## config.mk

```make
export PLATFORM = sky130hd
export DESIGN_NAME = score_keeper
export DESIGN_NICKNAME = d
export VERILOG_FILES = /design/src/rtl/score_keeper.sv
export SDC_FILE = /design/constraint.sdc
export NUM_CORES = 1
export LEC_CHECK = 0
export CAP_MARGIN = 20
export CORE_ASPECT_RATIO = 0.6
export CORE_MARGIN = 2
export CORE_UTILIZATION = 25
export DETAILED_ROUTE_END_ITERATION = 8
export GPL_ROUTABILITY_DRIVEN = 0
export PLACE_DENSITY_LB_ADDON = 0.25
export SLEW_MARGIN = 5
export SYNTH_ARGS = -nofsm -noshare
export SYNTH_HDL_FRONTEND = slang
export SYNTH_SLANG_ARGS = --single-unit
```

## constraint.sdc

```tcl
create_clock -name clock -period 3.4 [get_ports clock]
set_clock_uncertainty 0.2 [all_clocks]
set_input_delay 1.02 -clock clock [delete_from_list [all_inputs] [get_ports clock]]
set_output_delay 1.02 -clock clock [all_outputs]
set_load 0.02 [all_outputs]
```

## src/rtl/score_keeper.sv

```systemverilog
// rtl/score_keeper.sv - two-player score keeper with faceoff hold and win detection
//
// Purpose: credits goals from goal-detect levels (rising edges only), keeps the
// two player scores, holds the faceoff for HOLD_CYCLES after a non-winning goal,
// and freezes the game once a player reaches WIN_SCORE until new_game or rst.
//
// Ports:
//   clock        in   system clock, rising edge
//   rst          in   synchronous active-high reset
//   goal1_in     in   puck in player 1's scoring goal (level)
//   goal2_in     in   puck in player 2's scoring goal (level)
//   new_game     in   synchronous restart request
//   score1       out  player 1 score, 0..WIN_SCORE
//   score2       out  player 2 score, 0..WIN_SCORE
//   goal_pulse   out  one-cycle strobe after a credited goal
//   last_scorer  out  00 none, 01 player 1, 10 player 2
//   serve_hold   out  high during the post-goal faceoff hold
//   game_over    out  high once a player reaches WIN_SCORE
//   winner       out  00 none, 01 player 1, 10 player 2
module score_keeper #(
  parameter int WIN_SCORE   = 7,
  parameter int HOLD_CYCLES = 50000000,
  parameter int HOLD_W      = 26
) (
  input  logic       clock,
  input  logic       rst,
  input  logic       goal1_in,
  input  logic       goal2_in,
  input  logic       new_game,
  output logic [2:0] score1,
  output logic [2:0] score2,
  output logic       goal_pulse,
  output logic [1:0] last_scorer,
  output logic       serve_hold,
  output logic       game_over,
  output logic [1:0] winner
);

  typedef enum logic [1:0] {
    PLAY = 2'd0,
    HOLD = 2'd1,
    OVER = 2'd2
  } state_t;

  state_t              r_state, w_state_n;
  logic [HOLD_W-1:0]   r_cnt, w_cnt_n;
  logic [2:0]          r_score1, r_score2, w_score1_n, w_score2_n;
  logic                r_goal_pulse, w_goal_pulse_n;
  logic [1:0]          r_last, w_last_n;
  logic                r_serve_hold, w_serve_hold_n;
  logic                r_game_over, w_game_over_n;
  logic [1:0]          r_winner, w_winner_n;
  logic                r_g1_q, r_g2_q;

  logic                w_ev1, w_ev2;
  logic [2:0]          w_s1_inc, w_s2_inc;

  // Rising-edge goal events; edge registers track the inputs in every state so
  // a level held across HOLD->PLAY or OVER->PLAY never re-scores.
  assign w_ev1    = goal1_in & ~r_g1_q;
  assign w_ev2    = goal2_in & ~r_g2_q;
  assign w_s1_inc = r_score1 + 3'd1;
  assign w_s2_inc = r_score2 + 3'd1;

  always_ff @(posedge clock) begin
    if (rst) begin
      r_state      <= PLAY;
      r_cnt        <= '0;
      r_score1     <= 3'd0;
      r_score2     <= 3'd0;
      r_goal_pulse <= 1'b0;
      r_last       <= 2'b00;
      r_serve_hold <= 1'b0;
      r_game_over  <= 1'b0;
      r_winner     <= 2'b00;
      // Start high so an input already asserted during reset is not a goal.
      r_g1_q       <= 1'b1;
      r_g2_q       <= 1'b1;
    end else begin
      r_state      <= w_state_n;
      r_cnt        <= w_cnt_n;
      r_score1     <= w_score1_n;
      r_score2     <= w_score2_n;
      r_goal_pulse <= w_goal_pulse_n;
      r_last       <= w_last_n;
      r_serve_hold <= w_serve_hold_n;
      r_game_over  <= w_game_over_n;
      r_winner     <= w_winner_n;
      r_g1_q       <= goal1_in;
      r_g2_q       <= goal2_in;
    end
  end

  always_comb begin
    w_state_n      = r_state;
    w_cnt_n        = r_cnt;
    w_score1_n     = r_score1;
    w_score2_n     = r_score2;
    w_goal_pulse_n = 1'b0;
    w_last_n       = r_last;
    w_serve_hold_n = r_serve_hold;
    w_game_over_n  = r_game_over;
    w_winner_n     = r_winner;

    if (new_game) begin
      // Restart wins over any goal event in the same cycle.
      w_state_n      = PLAY;
      w_cnt_n        = '0;
      w_score1_n     = 3'd0;
      w_score2_n     = 3'd0;
      w_last_n       = 2'b00;
      w_serve_hold_n = 1'b0;
      w_game_over_n  = 1'b0;
      w_winner_n     = 2'b00;
    end else begin
      case (r_state)
        PLAY: begin
          // Player 1 wins a tie; player 2's simultaneous edge is simply lost.
          if (w_ev1) begin
            w_score1_n     = w_s1_inc;
            w_last_n       = 2'b01;
            w_goal_pulse_n = 1'b1;
            if (w_s1_inc == 3'(WIN_SCORE)) begin
              w_state_n     = OVER;
              w_game_over_n = 1'b1;
              w_winner_n    = 2'b01;
            end else begin
              w_state_n      = HOLD;
              w_serve_hold_n = 1'b1;
              w_cnt_n        = HOLD_W'(HOLD_CYCLES - 1);
            end
          end else if (w_ev2) begin
            w_score2_n     = w_s2_inc;
            w_last_n       = 2'b10;
            w_goal_pulse_n = 1'b1;
            if (w_s2_inc == 3'(WIN_SCORE)) begin
              w_state_n     = OVER;
              w_game_over_n = 1'b1;
              w_winner_n    = 2'b10;
            end else begin
              w_state_n      = HOLD;
              w_serve_hold_n = 1'b1;
              w_cnt_n        = HOLD_W'(HOLD_CYCLES - 1);
            end
          end
        end
        HOLD: begin
          // Loaded with HOLD_CYCLES-1, so serve_hold spans exactly HOLD_CYCLES.
          if (r_cnt == '0) begin
            w_state_n      = PLAY;
            w_serve_hold_n = 1'b0;
          end else begin
            w_cnt_n = r_cnt - 1'b1;
          end
        end
        OVER: begin
          w_serve_hold_n = 1'b0;
        end
        default: begin
          w_state_n      = PLAY;
          w_serve_hold_n = 1'b0;
        end
      endcase
    end
  end

  assign score1      = r_score1;
  assign score2      = r_score2;
  assign goal_pulse  = r_goal_pulse;
  assign last_scorer = r_last;
  assign serve_hold  = r_serve_hold;
  assign game_over   = r_game_over;
  assign winner      = r_winner;

endmodule

```

Word level (Yosys, flattened, before mapping)
Index checks and enable logic that the tools add are counted.
- add/sub/neg operators: 3
- equal/unequal tests: 10
- multiplexer cells: 30
- bitwise logic cells: 7
- reductions and logical operators: 14
- operator list (kind ; number):
    $mux W26 ; 5
    $pmux W26 S2 ; 1
    $logic_not A26 Y1 ; 1
    $sub A26 B1 Y26 const B ; 1
    $mux W2 ; 11
    $mux W1 ; 11
    $ne A3 B3 Y1 const B ; 3
    $reduce_and A4 Y1 ; 2
    $add A3 B1 Y3 const B ; 2
    $eq A3 B3 Y1 const B ; 2
    $pmux W2 S3 ; 1
    $reduce_and A3 Y1 ; 2
    $reduce_bool A2 Y1 ; 3
    $not A1 Y1 ; 5
    $reduce_and A5 Y1 ; 1
    $ne A2 B2 Y1 const B ; 2
    $reduce_and A2 Y1 ; 2
    $reduce_or A3 Y1 ; 1
    $and A1 B1 Y1 ; 2
    $eq A2 B1 Y1 const B ; 1
    $eq A2 B2 Y1 const B ; 1
    $logic_not A2 Y1 ; 1
    $ne A2 B1 Y1 const B ; 1
    $pmux W1 S2 ; 1
    $reduce_or A2 Y1 ; 1
- register bits after elaboration: 43
- input bits: 5
- output and inout port bits: 13
- logic and storage cells: 75

Depth between registers and ports, before layout
Gate-level depths: netlist of the first run.
- depth after elaboration: 6
- mapped depth: 9
- depth with buffers taken out: 7

Worst setup path before layout of the first run
OpenSTA, ideal clock, no wires.
- path kind: in2reg
- start point: input goal1_in
- end point: register r_cnt[23]
- setup time: 138 ps
- data arrival time: 2312 ps
- data required time: 3062 ps
- setup slack: 750 ps
- cell stages on the path: 6
- path buffers: 2
- cell sequence: nor2b_1 o32ai_1 or2_2 clkbuf_1 clkbuf_1 a31oi_2
- cells in the longest elaborated chain, start to end: 3
- elaborated cells between the ends (all ways): 7
- those cells by class: eq/ne: 3; mux: 2; bitwise: 1; reduce/logical: 1
- RTL lines (element ; line ; text):
    start: declaration ; 27 ; input logic goal1_in,
    $and A1 B1 Y1 * ; 60 ; assign w_ev1 = goal1_in & ~r_g1_q;
    $ne A3 B3 Y1 (no line) / $mux W26 (equally long branches) ; -- ;
    $reduce_and A5 Y1 (no line) / $pmux W26 S2 (equally long branches) ; -- ;
    end signal: assignment ; 81 ; r_cnt <= w_cnt_n;
    end: declaration ; 46 ; logic [HOLD_W-1:0] r_cnt, w_cnt_n;
Mark *: on every way between the ends. The rest lies on a longest branch, timed or not.
A chain may end at the register's enable or synchronous reset.

Worst setup path in the final report of the first run
- start point: input goal1_in
- end point: register r_cnt[7]
The elaborated chain is that of the path after synthesis.

==> summary.md, run 1 <==
| Metric | Value |
|---|---|
| Crit start category | `input port` |
| Clock slew at the register clock pins of the worst setup and hold paths | `0.06 ns` |
| Hold path cells | `2` |
| Row count | `25` |
| Die height | `74.5 um` |
| # IOs | `18` |
| #FFs+latches synth | `43` |
| Final period util | `88.7%` |
| Clock network power share | `42.6%` |
| Worst hold path type | `reg -> reg` |
| Switch share | `26.1%` |
| Unique masters post-synth | `49` |
| RSZ-0062 raised after global routing | `no` |
| GRT overflow | `0` |
| Vias in the first global route | `1578` |
| Die span in x | `122 um` |
| EDFF count, synth | `0` |
| Least-Margin Pin Slew | `0.628 ns` |
| Sequential share of power | `42.4%` |
| CP Data Required Time | `3.41 ns` |
| Crit-path slowest cell | `o32ai_1` |
| Worst slew margin | `57.8%` |
| Setup TNS | `0 ns` |
| Asr flop ratio synth | `0%` |
| DR WL/cell | `14.0 um` |
| Worst hold margin | `0.267 ns` |
| Worst skew pair latency | `0.28 ns` |
| Post-cts resize count | `0` |
| CTS tree | `yes` |
| Syn Nets | `242` |
| Minimum clock period | `3.02 ns` |
| Critical Path AT | `3.03 ns` |
| Critical Path End Type | `flip-flop` |
| Net Switching | `330 uW` |
| Pleak | `0.000868 uW` |
| CTS Buffer Depth | `2` |
| Setup CP Type | `in -> reg` |
| Number of setup buffers added after CTS | `0` |
| Cts-stage hold buffer count | `0` |
| Ant diodes | `0` |
| Worst R2R Setup Slack | `0.76 ns` |
| Fmax | `331 MHz` |
| Post-Synthesis Cells | `232` |
| Core area | `0.00795 mm2` |
| Power, Total | `1260 uW` |
| Largest net degree at the start of global routing | `30` |
| Starting Density | `26.1%` |
| Max_cap viols | `0` |
| Drt first pass iters | `4` |
| Root buffer cell | `clkbuf_16` |
| Routed Antenna Nets | `0` |
| Setup violations, final | `0` |
| DRC | `0` |
| Reg2Reg Depth | `7` |
| Initial DRC count | `143` |
| Cts bufs inserted | `5` |
| Drt total wl | `5050 um` |
| Logic pwr share | `14.9%` |
| Most common cell after layout, fill and taps aside | `dfxtp_1` |
| Crit-path max FO | `15` |
| Yosys warnings | `0` |
| Sink Count | `43` |
| CP peak stage delay | `0.55 ns` |
| PortBufs | `17` |
| Status | `finished, final reports clean` |
| Pwr/cell area | `497 mW/mm2` |
| Dominant synthesized flop cell | `dfxtp_1` |
| DIE AREA | `0.00906 mm2` |
| DP Wirelength | `3660 um` |
| Synthesized area | `0.00207 mm2` |
| Max-slew violation count | `0` |
| Layout cells sized above 1 | `11.1%` |
| Commonest non-fill, non-tap cells in the layout | `dfxtp_1 (43), nor2_1 (25), clkdlybuf4s50_1 (17)` |
| Layout net count | `263` |
| Detailed-route via count | `1755` |
| First-pass GRT wire length | `8450 um` |
| Global Route Usage Sum | `12.2%` |
| Maximum VDD drop | `0.176 mV` |
| Post-DR vias/cell | `4.86` |
| Synthesis-to-layout area growth | `22.8%` |
| Initial antenna violation count | `0` |
| Sequential share of the synthesized area | `41.5%` |
| Internal power | `933 uW` |
| H-Tree Depth | `2` |
| Mapped Avg Cell Area | `8.93 um2` |
| Hold Violations, Final | `0` |
| Worst path cell trace | `clkdlybuf4s50_1 > nor2b_1 > o32ai_1 > or2_2 > nand2_1 > a21oi_1` |
[logic make-up after synthesis]
group                    synth area share [%]
adder cells (fa/ha/maj)                  3.02
buffers and inverters                    2.72
AND/OR/NAND/NOR                          28.3
AO/OA/AOI/OAI                            16.7
flip-flops                               41.5
multiplexers                             1.45
XOR/XNOR                                 6.34
[registers in the layout, summed over array words and instances (netlist names)]
name         count
r_state          2
last_scorer      2
r_g1_q           1
r_g2_q           1
game_over        1
winner           2
r_cnt           26
serve_hold       1
score2           3
goal_pulse       1
score1           3
[path summary, 6_finish.rpt]
| path | from | end |
|---|---|---|
| worst max-delay path | goal1_in | r_cnt[7] |
| worst min-delay path | last_scorer[1] | last_scorer[1] |
| worst max register to register | r_cnt[0] | r_cnt[5] |
| worst min register to register | last_scorer[1] | last_scorer[1] |
[power by group through the flow]
stage	registers (uW)	logic (uW)	clock network [uW]
2_1_floorplan	546	135	0
4_1_cts	536	186	546
6_report	536	189	539
5_1_grt	538	210	572
3_3_place_gp	547	186	0
3_5_place_dp	547	185	0
[Yosys cell counts (all sizes together) (2+ instances only)]
cell / instances / area, um2
o31ai: 2 / 15.0
or4: 7 / 67.6
nand3: 5 / 30.0
nand4: 3 / 18.8
xnor2: 5 / 43.8
or2: 6 / 37.5
a311oi: 3 / 26.3
nor4: 6 / 43.8
nand2b: 6 / 37.5
nor2b: 4 / 25.0
ha: 5 / 62.6
inv: 7 / 26.3
or3: 6 / 37.5
nand4b: 2 / 17.5
clkbuf: 7 / 26.3
a211oi: 8 / 60.1
nor2: 26 / 105
mux2i: 3 / 30.0
a31oi: 7 / 50.1
nand2: 10 / 37.5
nor3: 12 / 65.1
o21ai: 7 / 38.8
xor2: 10 / 87.6
a21oi: 12 / 60.1
nand3b: 2 / 15.0
o2111ai: 2 / 17.5
o211ai: 2 / 15.0
dfxtp: 43 / 861
[worst max-delay path: cells and delay by family]
family                 cells  cell delay, ns
AOI/OAI and AO/OA          2            0.73
buffers and inverters      1            0.44
and+or+nand+nor            3            0.84
[stage by stage]
stage | worst slack (ns) | instance area, um2 | cells | util (%)
CTS | 0.390 | 2540 | 360 | 31.9
finish | 0.383 | 2540 | 361 | 32.0
global route | 0.216 | 2540 | 361 | 32.0
floorplan | 0.750 | 2070 | 232 | -
global placement | 0.225 | 2380 | 353 | 29.9
detailed placement | 0.108 | 2380 | 353 | 29.9
[metal layers]
metal / wire (um) / track usage, %
met3: 239 / 2.91
met2: 1720 / 14.4
met1: 3050 / 20.6
met4: 36 / 3.07
met5: 0 / 0
[cell type report]
| cell class | count | area (um2) |
|---|---|---|
| clock buffers | 6 | 129 |
| clock inverters | 1 | 30.0 |
| fillers | 841 | 5400 |
| inverters | 7 | 26.3 |
| multi-input cells | 174 | 1150 |
| flip-flops and latches | 43 | 861 |
| well taps | 108 | 135 |
| repair buffers | 22 | 208 |
Note: power is estimated with default switching activity, not from simulation.
==> inputs of run 2 (changes only) <==
Settings changed: CORE_UTILIZATION 25 to 30, REMOVE_ABC_BUFFERS set to 1.
==> run 2 against run 1 <==
- non-clock buffer count grew 1
- maximum frequency grew 5.4%
- setup slack gained 0.15 ns
- global-route usage grew 1.6 points
- first-iteration DRC count down 17%
- sequential share of layout area down 0.20 points
- combinational power is essentially flat
- die area fell by 16%
- total power rose by 6.5%
- largest cell class unchanged
- largest power group unchanged
==> summary.md, run 2 (same netlist as run 1, synthesis figures left out) <==
| Metric | Value |
|---|---|
| Status | `finished, final reports clean` |
| First-pass GRT wire length | `8140 um (-3.6%)` |
| Worst hold path type | `reg -> reg` |
| Worst skew pair latency | `0.28 ns (about the same)` |
| Number of setup buffers added after CTS | `0 (unchanged)` |
| Maximum VDD drop | `0.198 mV (+13%)` |
| Pleak | `0.000886 uW (+2.1%)` |
| Crit-path max FO | `14 (-1)` |
| DP Wirelength | `3600 um (-1.6%)` |
| Max reg flops | `26 (unchanged)` |
| Row count | `23 (-8.0%)` |
| H-Tree Depth | `2 (unchanged)` |
| Fmax | `349 MHz (+5.4%)` |
| Layout net count | `264 (+0.38%)` |
| Minimum clock period | `2.86 ns (-0.153 ns)` |
| Min-delay src | `last_scorer[1]` |
| Routed Antenna Nets | `0 (unchanged)` |
| Clock slew at the register clock pins of the worst setup and hold paths | `0.06 ns (about the same)` |
| DR WL/cell | `14.3 um (+2.0%)` |
| Crit start category | `flip-flop` |
| Hold Violations, Final | `0 (unchanged)` |
| Synthesis-to-layout area growth | `23.5%` |
| Commonest non-fill, non-tap cells in the layout | `dfxtp_1 (43), nor2_1 (25), clkdlybuf4s50_1 (17)` |
| # IOs | `18 (unchanged)` |
| Starting Density | `31.0% (+5.0 points)` |
| Drt first pass iters | `4 (unchanged)` |
| Max_cap viols | `0 (unchanged)` |
| Critical Path Start | `r_cnt[0]` |
| Least-Margin Pin Slew | `1.13 ns (+0.498 ns)` |
| RSZ-0062 raised after global routing | `no` |
| Final period util | `84.2% (-4.5 points)` |
| Drt total wl | `4880 um (-3.3%)` |
| Setup CP Type | `reg -> reg` |
| Setup TNS | `0 ns (unchanged)` |
| Largest Register | `r_cnt` |
| Critical Path End Type | `flip-flop` |
| DIE AREA | `0.00761 mm2 (-16%)` |
| Cts-stage hold buffer count | `0 (unchanged)` |
| Ant diodes | `0 (unchanged)` |
| Setup violations, final | `0 (unchanged)` |
| Cts bufs inserted | `5 (unchanged)` |
| Global Route Usage Sum | `13.8% (+1.6 points)` |
| DP Cell Count | `334 (-5.4%)` |
| Sink Count | `43 (unchanged)` |
| Post-cts resize count | `0 (unchanged)` |
| Core area | `0.00668 mm2 (-16%)` |
| Power, Total | `1350 uW (+6.5%)` |
| Worst slew margin | `25.0% (-33 points)` |
| Die height | `68.4 um (-8.2%)` |
| Critical Path AT | `2.88 ns (-0.15 ns)` |
| Pwr/cell area | `526 mW/mm2 (+5.9%)` |
| Die span in x | `111 um (-8.4%)` |
| PortBufs | `17 (unchanged)` |
| GRT overflow | `0 (unchanged)` |
| CP Data Required Time | `3.42 ns (about the same)` |
| Worst hold margin | `0.249 ns (-0.0173 ns)` |
| Cell Count, Final, Fillers Out | `342 (-5.3%)` |
| Initial DRC count | `119 (-17%)` |
| Detailed-route via count | `1763 (+0.46%)` |
| Largest net degree at the start of global routing | `18 (-40%)` |
| Placement Setup Slack | `0.271 ns (+0.163 ns)` |
| Vias in the first global route | `1567 (-0.70%)` |
| Reg-to-reg critical path startpoint | `r_cnt[0]` |
| Slack of the critical path | `0.536 ns (+0.153 ns)` |
| Max-slew violation count | `0 (unchanged)` |
| Layout cells sized above 1 | `12.2% (+1.1 points)` |
| CTS tree | `yes` |
| Initial antenna violation count | `0 (unchanged)` |
| CTS Buffer Depth | `2 (unchanged)` |
| Root buffer cell | `clkbuf_16` |
| DRC | `0 (unchanged)` |
| Most common cell after layout, fill and taps aside | `dfxtp_1` |
| Post-DR vias/cell | `5.15 (+6.0%)` |
-- run 2: critical path, cell delays in order, from the launching register on --
cell     delay [ns]
dfxtp_1        0.40
inv_1          0.06
ha_1           0.24
nor3b_1        0.21
and4_1         0.25
a21oi_1        0.91
and4b_1        0.36
mux2i_1        0.18
-- run 2: per-layer routing --
layer	wire length, um	GRT usage [%]
met1	2760	21.2
met2	1750	18.0
met3	301	3.37
met4	70	5.09
met5	0	0
-- run 2: path summary, 6_finish.rpt --
kind / slack (ns) / to / cells past startpoint
min: 0.25 / last_scorer[1] / 2
min reg2reg: 0.25 / last_scorer[1] / 2
max: 0.54 / r_cnt[11] / 7
max reg2reg: 0.54 / r_cnt[11] / 7
-- run 2: final cells by class --
cell class,instances,area [um2]
tap,87,109
inverter,7,26.3
timing repair buffer,23,215
clock inverter,3,67.6
clock buffer,5,125
sequential,43,861
multi-input combinational,174,1150
fill,684,4120
-- run 2: report_power, final --
group	switching (uW)	internal, uW	total [uW]
clock network	197	421	618
registers	16.6	519	536
logic	118	73.5	192
-- run 2: stage by stage --
stage / utilization (%) / area [um2]
finish: 38.3 / 2560
CTS: 38.3 / 2560
global placement: 35.4 / 2370
floorplan: - / 2040
global route: 38.3 / 2560
detailed placement: 35.4 / 2370
